==> src/rtl/imem_loader_pkg.sv <==
// Shared types and constants for the instruction-memory loader.
// Holds the FSM state enum, bytes-per-word constant and default base address.
package imem_loader_pkg;

  typedef enum logic [1:0] {
    ST_IDLE,
    ST_LOAD,
    ST_LAST,
    ST_DONE
  } state_t;

  localparam int BYTES_PER_WORD = 4;
  localparam int CNT_W = $clog2(BYTES_PER_WORD);

  localparam logic [31:0] BASE_ADDR_DEFAULT = 32'h0000_0000;

  // Byte address of word index idx relative to a word-aligned base.
  function automatic logic [31:0] word_addr(
    input logic [31:0] base,
    input logic [31:0] idx
  );
    return base + (idx << 2);
  endfunction

endpackage

==> src/rtl/imem_loader_word_assembler.sv <==
// 8->32 big-endian word assembler: shifts bytes in MSB-first.
// Ports: clk, reset, i_clr, i_fire, i_data -> o_word, o_word_valid.
module word_assembler
  import imem_loader_pkg::*;
(
  input  logic        clk,
  input  logic        reset,
  input  logic        i_clr,
  input  logic        i_fire,
  input  logic [7:0]  i_data,
  output logic [31:0] o_word,
  output logic        o_word_valid
);

  logic [CNT_W-1:0] r_cnt;
  logic [23:0]      r_shift;

  always_ff @(posedge clk) begin
    if (reset || i_clr) begin
      r_cnt   <= '0;
      r_shift <= '0;
    end else if (i_fire) begin
      r_cnt   <= r_cnt + CNT_W'(1);
      r_shift <= {r_shift[15:0], i_data};
    end
  end

  // The 4th byte completes the word combinationally so the
  // write can be registered at the very edge that accepts it.
  assign o_word       = {r_shift, i_data};
  assign o_word_valid = i_fire &&
                        (r_cnt == CNT_W'(BYTES_PER_WORD - 1));

endmodule

==> src/rtl/imem_loader.sv <==
// Instruction-memory loader: byte stream in, word writes out.
// Ports: clk, reset, start, num_words, in_data/in_valid/in_ready,
//        wr_en/wr_addr/wr_data, cpu_hold, done, checksum.
module imem_loader
  import imem_loader_pkg::*;
#(
  parameter int          ADDR_W    = 8,
  parameter logic [31:0] BASE_ADDR = BASE_ADDR_DEFAULT
) (
  input  logic            clk,
  input  logic            reset,
  input  logic            start,
  input  logic [ADDR_W:0] num_words,
  input  logic [7:0]      in_data,
  input  logic            in_valid,
  output logic            in_ready,
  output logic            wr_en,
  output logic [31:0]     wr_addr,
  output logic [31:0]     wr_data,
  output logic            cpu_hold,
  output logic            done,
  output logic [31:0]     checksum
);

  state_t r_state;
  state_t w_next;

  logic [ADDR_W:0]   r_num;
  logic [ADDR_W-1:0] r_index;
  logic              r_wr_en;
  logic [31:0]       r_wr_addr;
  logic [31:0]       r_wr_data;
  logic [31:0]       r_checksum;
  logic              r_hold;
  logic              r_done;

  logic              w_start_acc;
  logic              w_in_ready;
  logic              w_fire;
  logic              w_last_word;
  logic [31:0]       w_word;
  logic              w_word_valid;

  word_assembler u_asm (
    .clk          (clk),
    .reset        (reset),
    .i_clr        (w_start_acc),
    .i_fire       (w_fire),
    .i_data       (in_data),
    .o_word       (w_word),
    .o_word_valid (w_word_valid)
  );

  always_ff @(posedge clk) begin
    if (reset) r_state <= ST_IDLE;
    else       r_state <= w_next;
  end

  always_comb begin
    w_next      = r_state;
    w_start_acc = 1'b0;
    w_in_ready  = 1'b0;
    unique case (r_state)
      ST_IDLE, ST_DONE: begin
        if (start) begin
          w_start_acc = 1'b1;
          w_next = (num_words == '0) ? ST_DONE : ST_LOAD;
        end
      end
      ST_LOAD: begin
        w_in_ready = 1'b1;
        if (w_word_valid && w_last_word) w_next = ST_LAST;
      end
      ST_LAST: w_next = ST_DONE;
      default: w_next = ST_IDLE;
    endcase
  end

  assign w_fire = in_valid && w_in_ready;

  // Compared in ADDR_W+1 bits so a full 2^ADDR_W load still
  // terminates; the index wrap after that write is harmless.
  assign w_last_word = ({1'b0, r_index} == (r_num - 1'b1));

  always_ff @(posedge clk) begin
    if (reset) begin
      r_num      <= '0;
      r_index    <= '0;
      r_wr_en    <= 1'b0;
      r_wr_addr  <= BASE_ADDR;
      r_wr_data  <= '0;
      r_checksum <= '0;
      r_hold     <= 1'b1;
      r_done     <= 1'b0;
    end else begin
      r_wr_en <= w_word_valid;
      if (w_start_acc) begin
        r_num      <= num_words;
        r_index    <= '0;
        r_checksum <= '0;
      end
      if (w_word_valid) begin
        r_wr_data  <= w_word;
        r_wr_addr  <= word_addr(BASE_ADDR, 32'(r_index));
        r_checksum <= r_checksum ^ w_word;
        r_index    <= r_index + 1'b1;
      end
      // Processor is released exactly when DONE is entered.
      r_done <= (w_next == ST_DONE);
      r_hold <= (w_next != ST_DONE);
    end
  end

  assign in_ready = w_in_ready;
  assign wr_en    = r_wr_en;
  assign wr_addr  = r_wr_addr;
  assign wr_data  = r_wr_data;
  assign cpu_hold = r_hold;
  assign done     = r_done;
  assign checksum = r_checksum;

endmodule
==> config.mk <==
export PLATFORM = sky130hd
export DESIGN_NAME = imem_loader
export DESIGN_NICKNAME = d
export VERILOG_FILES = /design/src/rtl/imem_loader_pkg.sv /design/src/rtl/imem_loader_word_assembler.sv /design/src/rtl/imem_loader.sv
export SDC_FILE = /design/constraint.sdc
export NUM_CORES = 1
export LEC_CHECK = 0
export CAP_MARGIN = 15
export CORE_MARGIN = 2
export CORE_UTILIZATION = 50
export CTS_BUF_LIST = sky130_fd_sc_hd__clkbuf_4
export CTS_CLUSTER_DIAMETER = 80
export DETAILED_ROUTE_END_ITERATION = 12
export PLACE_DENSITY = 0.87
export REMOVE_ABC_BUFFERS = 1
export SETUP_SLACK_MARGIN = 0.2
export SYNTH_ARGS = -nofsm -noshare
export SYNTH_HDL_FRONTEND = slang
export SYNTH_SLANG_ARGS = --single-unit
export TNS_END_PERCENT = 50
==> constraint.sdc <==
create_clock -name clk -period 2.8 [get_ports clk]
set_input_delay 0.28 -clock clk [delete_from_list [all_inputs] [get_ports clk]]
set_output_delay 0.28 -clock clk [all_outputs]
set_load 0.005 [all_outputs]
==> flow_summary.ini, run 1 <==
[status]
status = finished clean

[timing]
slew_headroom = 0.423
finalHoldViolations = 0
worst_hold_slack_ns = 0.333
layout_min_cycle_time_ns = 2.13
tightest_slew_ns = 0.864
slew_viol_final = 0
skew_ns = 0.0168
finalCritPeriodShare = 0.762
finalSetupViolCount = 0
rsz0062_at_grt = no
fmax_mhz = 469
worst_slack_ns = 0.667

[routing]
vias = 3997
drt-initial-drc-count = 176
wl_per_cell_um = 13.3
drt-total-wl_um = 10700
drc = 0
firstDrtPassIters = 4
viasPerCell = 4.97
postRouteAntennaNets = 0

[floorplanning]
fp.dieW_um = 102
rows = 35
dieArea_mm2 = 0.0104
die_h_um = 102
ios = 121
core_area_mm2 = 0.00924
start_util = 0.517

[global_routing]
grt_pass1_wl_um = 17700
antenna_found_initial = 1
grt_pass1_vias = 3928
grt.total_usage = 0.216
grt.overflow.total = 0
grt_max_degree = 39

[clocking]
cts_root_buf = clkbuf_4
postCtsSetupRepairBufs = 0
clockBufferDepth = 2
clock-sinks = 120
hold_buffers = 0
ctsHtreeMaxLevel = 4
tritoncts = done
clk_pin_slew_ns = 0.10
worstSkewPairLatency_ns = 0.50
cts_resized = 0
numCtsBuffers = 17

[worst_setup_path]
end_kind = flop
cp-start-kind = flop
arrival_ns = 2.52
critPathMaxFanout = 8
worstPathRequired_ns = 3.18
critical_path_class = flop to flop

[power]
ir_drop_mv = 0.302
switching_power_mw = 1.18
seqPwrFrac = 0.477
combPwrFrac = 0.201
finalPower_mw = 3.86
p_int_mw = 2.67
clkPwrFrac = 0.322
switching_share = 0.306
cellLeakagePower_nw = 2.13
p_per_area_mw_per_mm2 = 642

[yosys]
async_reset_ff_frac = 0
yosysWarnings = 0
synth_seq_cells = 120
synth_cells = 575
yosysSeqAreaShare = 0.503
ys.flop_type = dfxtp_1
ys_types = 44
postSynthAreaPerCell_um2 = 8.31
synth_edf_count = 0
synth_area_mm2 = 0.00478

[job]
max_cap_viol_count = 0

[hold_path]
hold_class = input port to flop

[final_layout]
final_core_util = 0.650
areaGrowthSynthToFinish_pct = 25.6
finalNetCount = 687
drive_above_1_share = 0.0682

[placement]
io_buffers = 96
dp_hpwl_um = 7600
dp_slack_ns = 0.571
routabilityCongestion = 0.862
[cells by family (layout without fill, tap and decap cells)]
group | count (synthesis) | count (layout) | synth area share
AOI/OAI and AO/OA | 97 | 97 | 0.112
xor gates and xnor gates | 45 | 45 | 0.0825
other | 1 | 25 | 0.000785
muxes | 3 | 3 | 0.00681
adders and majority gates | 5 | 5 | 0.0131
and+or+nand+nor | 240 | 240 | 0.208
buffers and inverters | 64 | 140 | 0.0738
DFF | 120 | 120 | 0.503
[power by group through the flow]
stage	Combinational (mW)	Sequential [mW]	Clock, mW
2_1_floorplan	0.506	1.86	0
3_3_place_gp	0.731	1.87	0
3_5_place_dp	0.770	1.88	0
4_1_cts	0.777	1.84	1.27
5_1_grt	0.858	1.85	1.35
6_report	0.774	1.84	1.24
[state kept, by name (all words and copies together) (netlist names)]
register       count
checksum          32
u_asm.r_cnt        2
r_index            8
r_state            2
wr_addr            8
done               1
r_num              9
cpu_hold           1
u_asm.r_shift     24
wr_en              1
wr_data           32
[per-layer routing]
metal / vias to the layer above / wire, um / GRT usage
met5: - / 0 / 0
met4: 0 / 118 / 0.0936
met3: 12 / 619 / 0.0497
met2: 113 / 5510 / 0.370
met1: 1885 / 4490 / 0.258
li1: 1987 / - / -
[worst max-delay path, cell delays in order, from the launching register on]
cell	delay [ns]
dfxtp_1	0.44
inv_1	0.07
ha_1	0.30
xnor2_1	0.15
and3_1	0.18
o21ai_0	0.21
o221ai_2	0.17
a41o_1	0.27
a211o_1	0.22
[layout make-up]
| cell class | instances | area (um^2) |
|---|---|---|
| well taps | 129 | 161 |
| multi-input cells | 414 | 2110 |
| diodes | 1 | 2.50 |
| fillers | 772 | 3240 |
| inverters | 4 | 15.0 |
| flip-flops and latches | 120 | 2400 |
| clock inverters | 14 | 158 |
| repair buffers | 104 | 1020 |
| clock buffers | 18 | 135 |
[cells in the mapped netlist (all sizes together) (5+ instances only)]
master | number | share of area
ha | 5 | 0.013
buf | 45 | 0.059
xnor2 | 7 | 0.013
dfxtp | 120 | 0.50
nand2 | 163 | 0.13
nor3 | 6 | 0.0073
nor2 | 48 | 0.038
a21oi | 80 | 0.084
clkbuf | 15 | 0.012
xor2 | 38 | 0.070
[final timing paths]
check / from / endpoint / slack (ns) / depth (start not counted)
setup / recovery: r_num[0] / cpu_hold / 0.67 / 8
hold / removal: reset / r_state[0] / 0.33 / 2
setup reg to reg: r_num[0] / cpu_hold / 0.67 / 8
hold reg to reg: wr_data[6] / wr_data[6] / 0.46 / 2
[placed cells by master (no fill, tap or decap), types with 7 or more instances in the layout]
master / Yosys / routed
nand2_1: 163 / 162
clkdlybuf4s50_1: 0 / 95
conb_1: 1 / 24
a21oi_1: 80 / 80
nor2_1: 47 / 47
xor2_1: 38 / 38
dfxtp_1: 120 / 120
buf_4: 25 / 8
xnor2_1: 7 / 7
clkbuf_4: 0 / 18
[per-stage QoR]
stage          cell area (um^2)  setup TNS, ns  instances
5_1_grt                    6000              0        804
3_5_place_dp               5710              0        771
3_3_place_gp               5710              0        771
4_1_cts                    6000              0        803
2_1_floorplan              4530          -4.67        538
6_report                   6000              0        804
Power figures use the tool's default switching activity.
==> run 2: changes to the inputs <==
==> constraint.sdc (replaced) <==
create_clock -name clk -period 2.2 [get_ports clk]
set_input_delay 0.22 -clock clk [delete_from_list [all_inputs] [get_ports clk]]
set_output_delay 0.22 -clock clk [all_outputs]
set_load 0.005 [all_outputs]
==> run 2 against run 1 <==
Largest power group unchanged. Sequential power rose by 28%. Die area did not move. Final area rose by 1.5%. Routed wire length rose by 1.6%.
==> flow_summary.ini, run 2 (same netlist as run 1, synthesis figures left out) <==
[power]
ir_drop_mv = 0.421
seqPwrFrac = 0.456
clkPwrFrac = 0.344
cellLeakagePower_nw = 2.19
finalPower_mw = 5.14
switching_power_mw = 1.56
p_per_area_mw_per_mm2 = 844
p_int_mw = 3.58
combPwrFrac = 0.200
switching_share = 0.304

[timing]
slew_headroom = 0.526
skew_ns = 0.0210
finalCritPeriodShare = 0.874
layout_min_cycle_time_ns = 1.92
slew_viol_final = 0
rsz0062_at_grt = yes
finalSetupViolCount = 0
fmax_mhz = 520
finalSetupTns_ns = 0
tightest_slew_ns = 0.711
finalHoldViolations = 0

[final_layout]
final_core_util = 0.659
layout_commonest_cell = nand2_1
finalNetCount = 693
areaGrowthSynthToFinish_pct = 27.5
finish.instance_area_mm2 = 0.00609
final_cell_mix = nand2_1, dfxtp_1, clkdlybuf4s50_1
n_fill_cell = 761
drive_above_1_share = 0.0824

[clocking]
hold_buffers = 0
cts_root_buf = clkbuf_4
clk_pin_slew_ns = 0.11
cts_resized = 1
clock-sinks = 120
postCtsSetupRepairBufs = 0
worstSkewPairLatency_ns = 0.50
tritoncts = done
clockBufferDepth = 2
numCtsBuffers = 17
ctsHtreeMaxLevel = 4

[worst_setup_path]
end_kind = flop
rrSetupSlack_ns = 0.28
cp-start-kind = flop
critPathMaxFanout = 8
reg2reg_from = r_num[1]
critical_path_class = flop to flop
crit_slowest_cell = a2111o_1
worstPathCellList = inv_1, ha_2, or2_0, a2111o_1, o221ai_2, nand3_2, a211o_1
critPathMaxStageDelay_ns = 0.42
arrival_ns = 2.31
r2r-end = cpu_hold
worstPathRequired_ns = 2.58
reg2reg_depth = 7

[floorplanning]
die_h_um = 102
core_area_mm2 = 0.00924
dieArea_mm2 = 0.0104
start_util = 0.517
ios = 121
fp.dieW_um = 102
rows = 35

[global_routing]
grt_pass1_vias = 3896
antenna_found_initial = 1
grt_max_degree = 36
grt.overflow.total = 0
grt_pass1_wl_um = 17700
grt.total_usage = 0.217

[hold_path]
min_from = reset
hold_class = input port to flop
holdPathEnd = r_state[0]
whs_path_depth = 2

[routing]
drt-total-wl_um = 10900
wl_per_cell_um = 13.5
firstDrtPassIters = 4
vias = 4054
drt-initial-drc-count = 136
viasPerCell = 5.00
drc = 0
postRouteAntennaNets = 0

[status]
status = finished clean

[placement]
dp_hpwl_um = 7510
routabilityCongestion = 0.837
io_buffers = 96
placed_area_mm2 = 0.00575

[job]
max_cap_viol_count = 0
## run 2: cell types whose count changed in the layout (fill, tap and decap cells not counted)
cell and change:
clkinv_1 -2, buf_4 +6, o21ai_0 -1, o21ai_1 +1, ha_1 -2, clkinv_4 +4
bufinv_16 +1, clkinvlp_4 -4, clkinv_2 -1, inv_6 +2, ha_2 +2
## run 2: area by class of cell
class / instances / area (um^2) / share of cell area
Antenna cell: 1 / 2.50 / 0.000411
Clock buffer: 18 / 135 / 0.0222
Clock inverter: 14 / 198 / 0.0324
Inverter: 4 / 15.0 / 0.00246
Multi-Input combinational cell: 414 / 2120 / 0.348
Sequential cell: 120 / 2400 / 0.394
Tap cell: 129 / 161 / 0.0265
Timing Repair Buffer: 110 / 1060 / 0.174
## run 2: critical path, delay by kind of cell (launching register included)
family	cells	cell delay, ns
AND/OR/NAND/NOR	2	0.35
flip-flops	1	0.40
AO/OA/AOI/OAI	3	0.78
buffers and inverters	1	0.06
adder cells (fa/ha/maj)	1	0.22
## run 2: power by group through the flow
stage / clock network, mW / logic, mW / registers, mW
finish: 1.77 / 1.03 / 2.35
global route: 1.91 / 1.13 / 2.36
CTS: 1.80 / 1.02 / 2.34
detailed placement: 0 / 1.00 / 2.39
global placement: 0 / 0.972 / 2.39
floorplan: 0 / 0.644 / 2.37
## run 2: per-layer routing
layer / GRT usage / routed length [um] / vias to the layer above
li1: - / - / 2006
met1: 0.257 / 4640 / 1900
met2: 0.367 / 5480 / 131
met3: 0.0566 / 603 / 17
met4: 0.0998 / 173 / 0
met5: 0 / 0 / -
## run 2: stage by stage
stage | hold WS (ns) | setup slack [ns] | instances
detailed placement | 0.446 | 0.232 | 777
global route | 0.224 | 0.174 | 810
CTS | 0.203 | 0.230 | 809
global placement | 0.440 | 0.297 | 777
finish | 0.249 | 0.277 | 810
floorplan | 0.289 | -0.741 | 538
## run 2: worst max path at each step
stage,from,end,cells after the start
4_1_cts,r_state[0],in_ready,2
5_1_grt,r_state[0],r_index[2],7
6_report,r_num[1],cpu_hold,7
2_1_floorplan,r_state[1],checksum[0],7
3_3_place_gp,r_num[1],cpu_hold,7
3_5_place_dp,r_num[1],cpu_hold,7
==> run 3: changes to the inputs <==
--- a/config.mk
+++ b/config.mk
@@ -11,6 +11,7 @@
 export CTS_BUF_LIST = sky130_fd_sc_hd__clkbuf_4
 export CTS_CLUSTER_DIAMETER = 80
 export DETAILED_ROUTE_END_ITERATION = 12
+export GPL_TIMING_DRIVEN = 0
 export PLACE_DENSITY = 0.87
 export REMOVE_ABC_BUFFERS = 1
 export SETUP_SLACK_MARGIN = 0.2
==> run 3 against run 2 <==
Routed wire length grew 4.9%. Total power fell by 1.7%. Clock skew decreased by 0.0050 ns. Combinational power about the same. Critical path type is now flop to output pin. Critical endpoint is now in_ready. Highest routed layer unchanged. Count of clock-buffer cells in the layout unchanged.
==> flow_summary.ini, run 3 (same netlist as run 1, synthesis figures left out) <==
[worst_setup_path]
end_kind = output pin
reg2reg_depth = 7
arrival_ns = 1.74
rrSetupSlack_ns = 0.25
reg2reg_from = r_num[0]
worstPathCellList = inv_1, ha_2, clkdlybuf4s50_1
cp-start-kind = flop
critPathMaxStageDelay_ns = 0.54
crit_slowest_cell = clkdlybuf4s50_1
path_buf_inv = 2
critical_path_class = flop to output pin
critPathMaxFanout = 9
critPathTopFamily = buffers and inverters
r2r-end = cpu_hold
worstPathRequired_ns = 1.98

[floorplanning]
ios = 121
fp.dieW_um = 102
core_area_mm2 = 0.00924
rows = 35
dieArea_mm2 = 0.0104
die_h_um = 102
start_util = 0.517

[hold_path]
min_from = reset
hold_class = input port to flop
holdPathEnd = wr_data[5]
whs_path_depth = 2

[power]
p_int_mw = 3.44
combPwrFrac = 0.208
p_per_area_mw_per_mm2 = 830
cellLeakagePower_nw = 2.16
switching_share = 0.319
clkPwrFrac = 0.328
ir_drop_mv = 0.494
seqPwrFrac = 0.464
switching_power_mw = 1.61

[timing]
finalSetupTns_ns = 0
finalSetupViolCount = 0
slew_headroom = 0.374
slew_viol_final = 0
finalHoldViolations = 0
rsz0062_at_grt = yes
worst_hold_slack_ns = 0.171
layout_min_cycle_time_ns = 1.96
worst_slack_ns = 0.243
tightest_slew_ns = 0.937
finalCritPeriodShare = 0.889
skew_ns = 0.0160
fmax_mhz = 511

[routing]
drt-total-wl_um = 11400
postRouteAntennaNets = 0
vias = 4044
drc = 0
wl_per_cell_um = 14.2
viasPerCell = 5.04
firstDrtPassIters = 5
drt-initial-drc-count = 134

[clocking]
clock-sinks = 120
clk_pin_slew_ns = 0.11
clockBufferDepth = 2
worstSkewPairLatency_ns = 0.50
ctsHtreeMaxLevel = 4
tritoncts = done
numCtsBuffers = 17
cts_root_buf = clkbuf_4

[placement]
dp_slack_ns = -1.49
placed_area_mm2 = 0.00567
io_buffers = 96
dp_hpwl_um = 7040
routabilityCongestion = 0.825

[final_layout]
finish.instance_area_mm2 = 0.00609
seqCellArea_mm2 = 0.00241
areaGrowthSynthToFinish_pct = 27.5
finalNetCount = 687
layout_commonest_cell = nand2_1
multi_input_area_mm2 = 0.00220
diodes = 0
final_core_util = 0.659
drive_above_1_share = 0.0861
n_fill_cell = 757
final_cell_mix = nand2_1, dfxtp_1, clkdlybuf4s50_1

[global_routing]
grt_max_degree = 48
grt.overflow.total = 0
grt_pass1_wl_um = 18500
grt_pass1_vias = 3866
antenna_found_initial = 0
grt.total_usage = 0.229

[job]
max_cap_viol_count = 0

[status]
status = finished clean
run 3: cell count changes in the layout (fill, tap and decap cells not counted), moves of 2 or more:
cell	previous run	this run
buf_4	14	3
nand2b_1	3	1
clkinvlp_4	1	5
dfxtp_1	120	118
nand2b_4	0	3
run 3: worst max path at each step:
stage	startpoint	to	slack, ns	cells past startpoint
after detailed placement	in_valid	checksum[25]	-1.49	6
after CTS	r_num[0]	cpu_hold	0.07	7
after global routing	r_state[1]	in_ready	0.13	3
final	r_state[1]	in_ready	0.24	3
after floorplan	r_state[1]	checksum[0]	-0.74	7
after global placement	in_valid	checksum[7]	-2.35	6
run 3: metrics by stage:
stage	std cells	power, mW
6_report	803	5.06
5_1_grt	803	5.32
4_1_cts	801	5.07
3_5_place_dp	764	3.33
3_3_place_gp	763	3.28
2_1_floorplan	538	3.02
run 3: metal layers:
| layer | vias up | GRT usage | part of all wire |
|---|---|---|---|
| li1 | 2005 | - | - |
| met1 | 1911 | 0.270 | 0.42 |
| met2 | 114 | 0.402 | 0.51 |
| met3 | 14 | 0.0559 | 0.053 |
| met4 | 0 | 0.0863 | 0.016 |
| met5 | - | 0 | 0 |
run 3: timing repair:
action	CTS	global route
resized for setup	10	7
setup endpoints to repair	111	56
endpoints found under the hold margin	0	0
setup buffers	1	2
cloned	4	0
hold buffers	0	0
pin swaps	2	1
run 3: final cells by class:
class                      instances  share of cell area
clock buffer                      18              0.0222
clock inverter                    14              0.0290
inverter                           4             0.00246
multi-input combinational        418               0.361
sequential                       120               0.395
tap                              129              0.0265
timing repair buffer             100               0.164
run 3: power by group through the flow:
| stage | Sequential [mW] | Combinational, mW | Clock (mW) |
|---|---|---|---|
| detailed placement | 2.39 | 0.942 | 0 |
| finish | 2.34 | 1.05 | 1.66 |
| global placement | 2.38 | 0.893 | 0 |
| floorplan | 2.37 | 0.644 | 0 |
| CTS | 2.34 | 1.03 | 1.69 |
| global route | 2.36 | 1.15 | 1.81 |
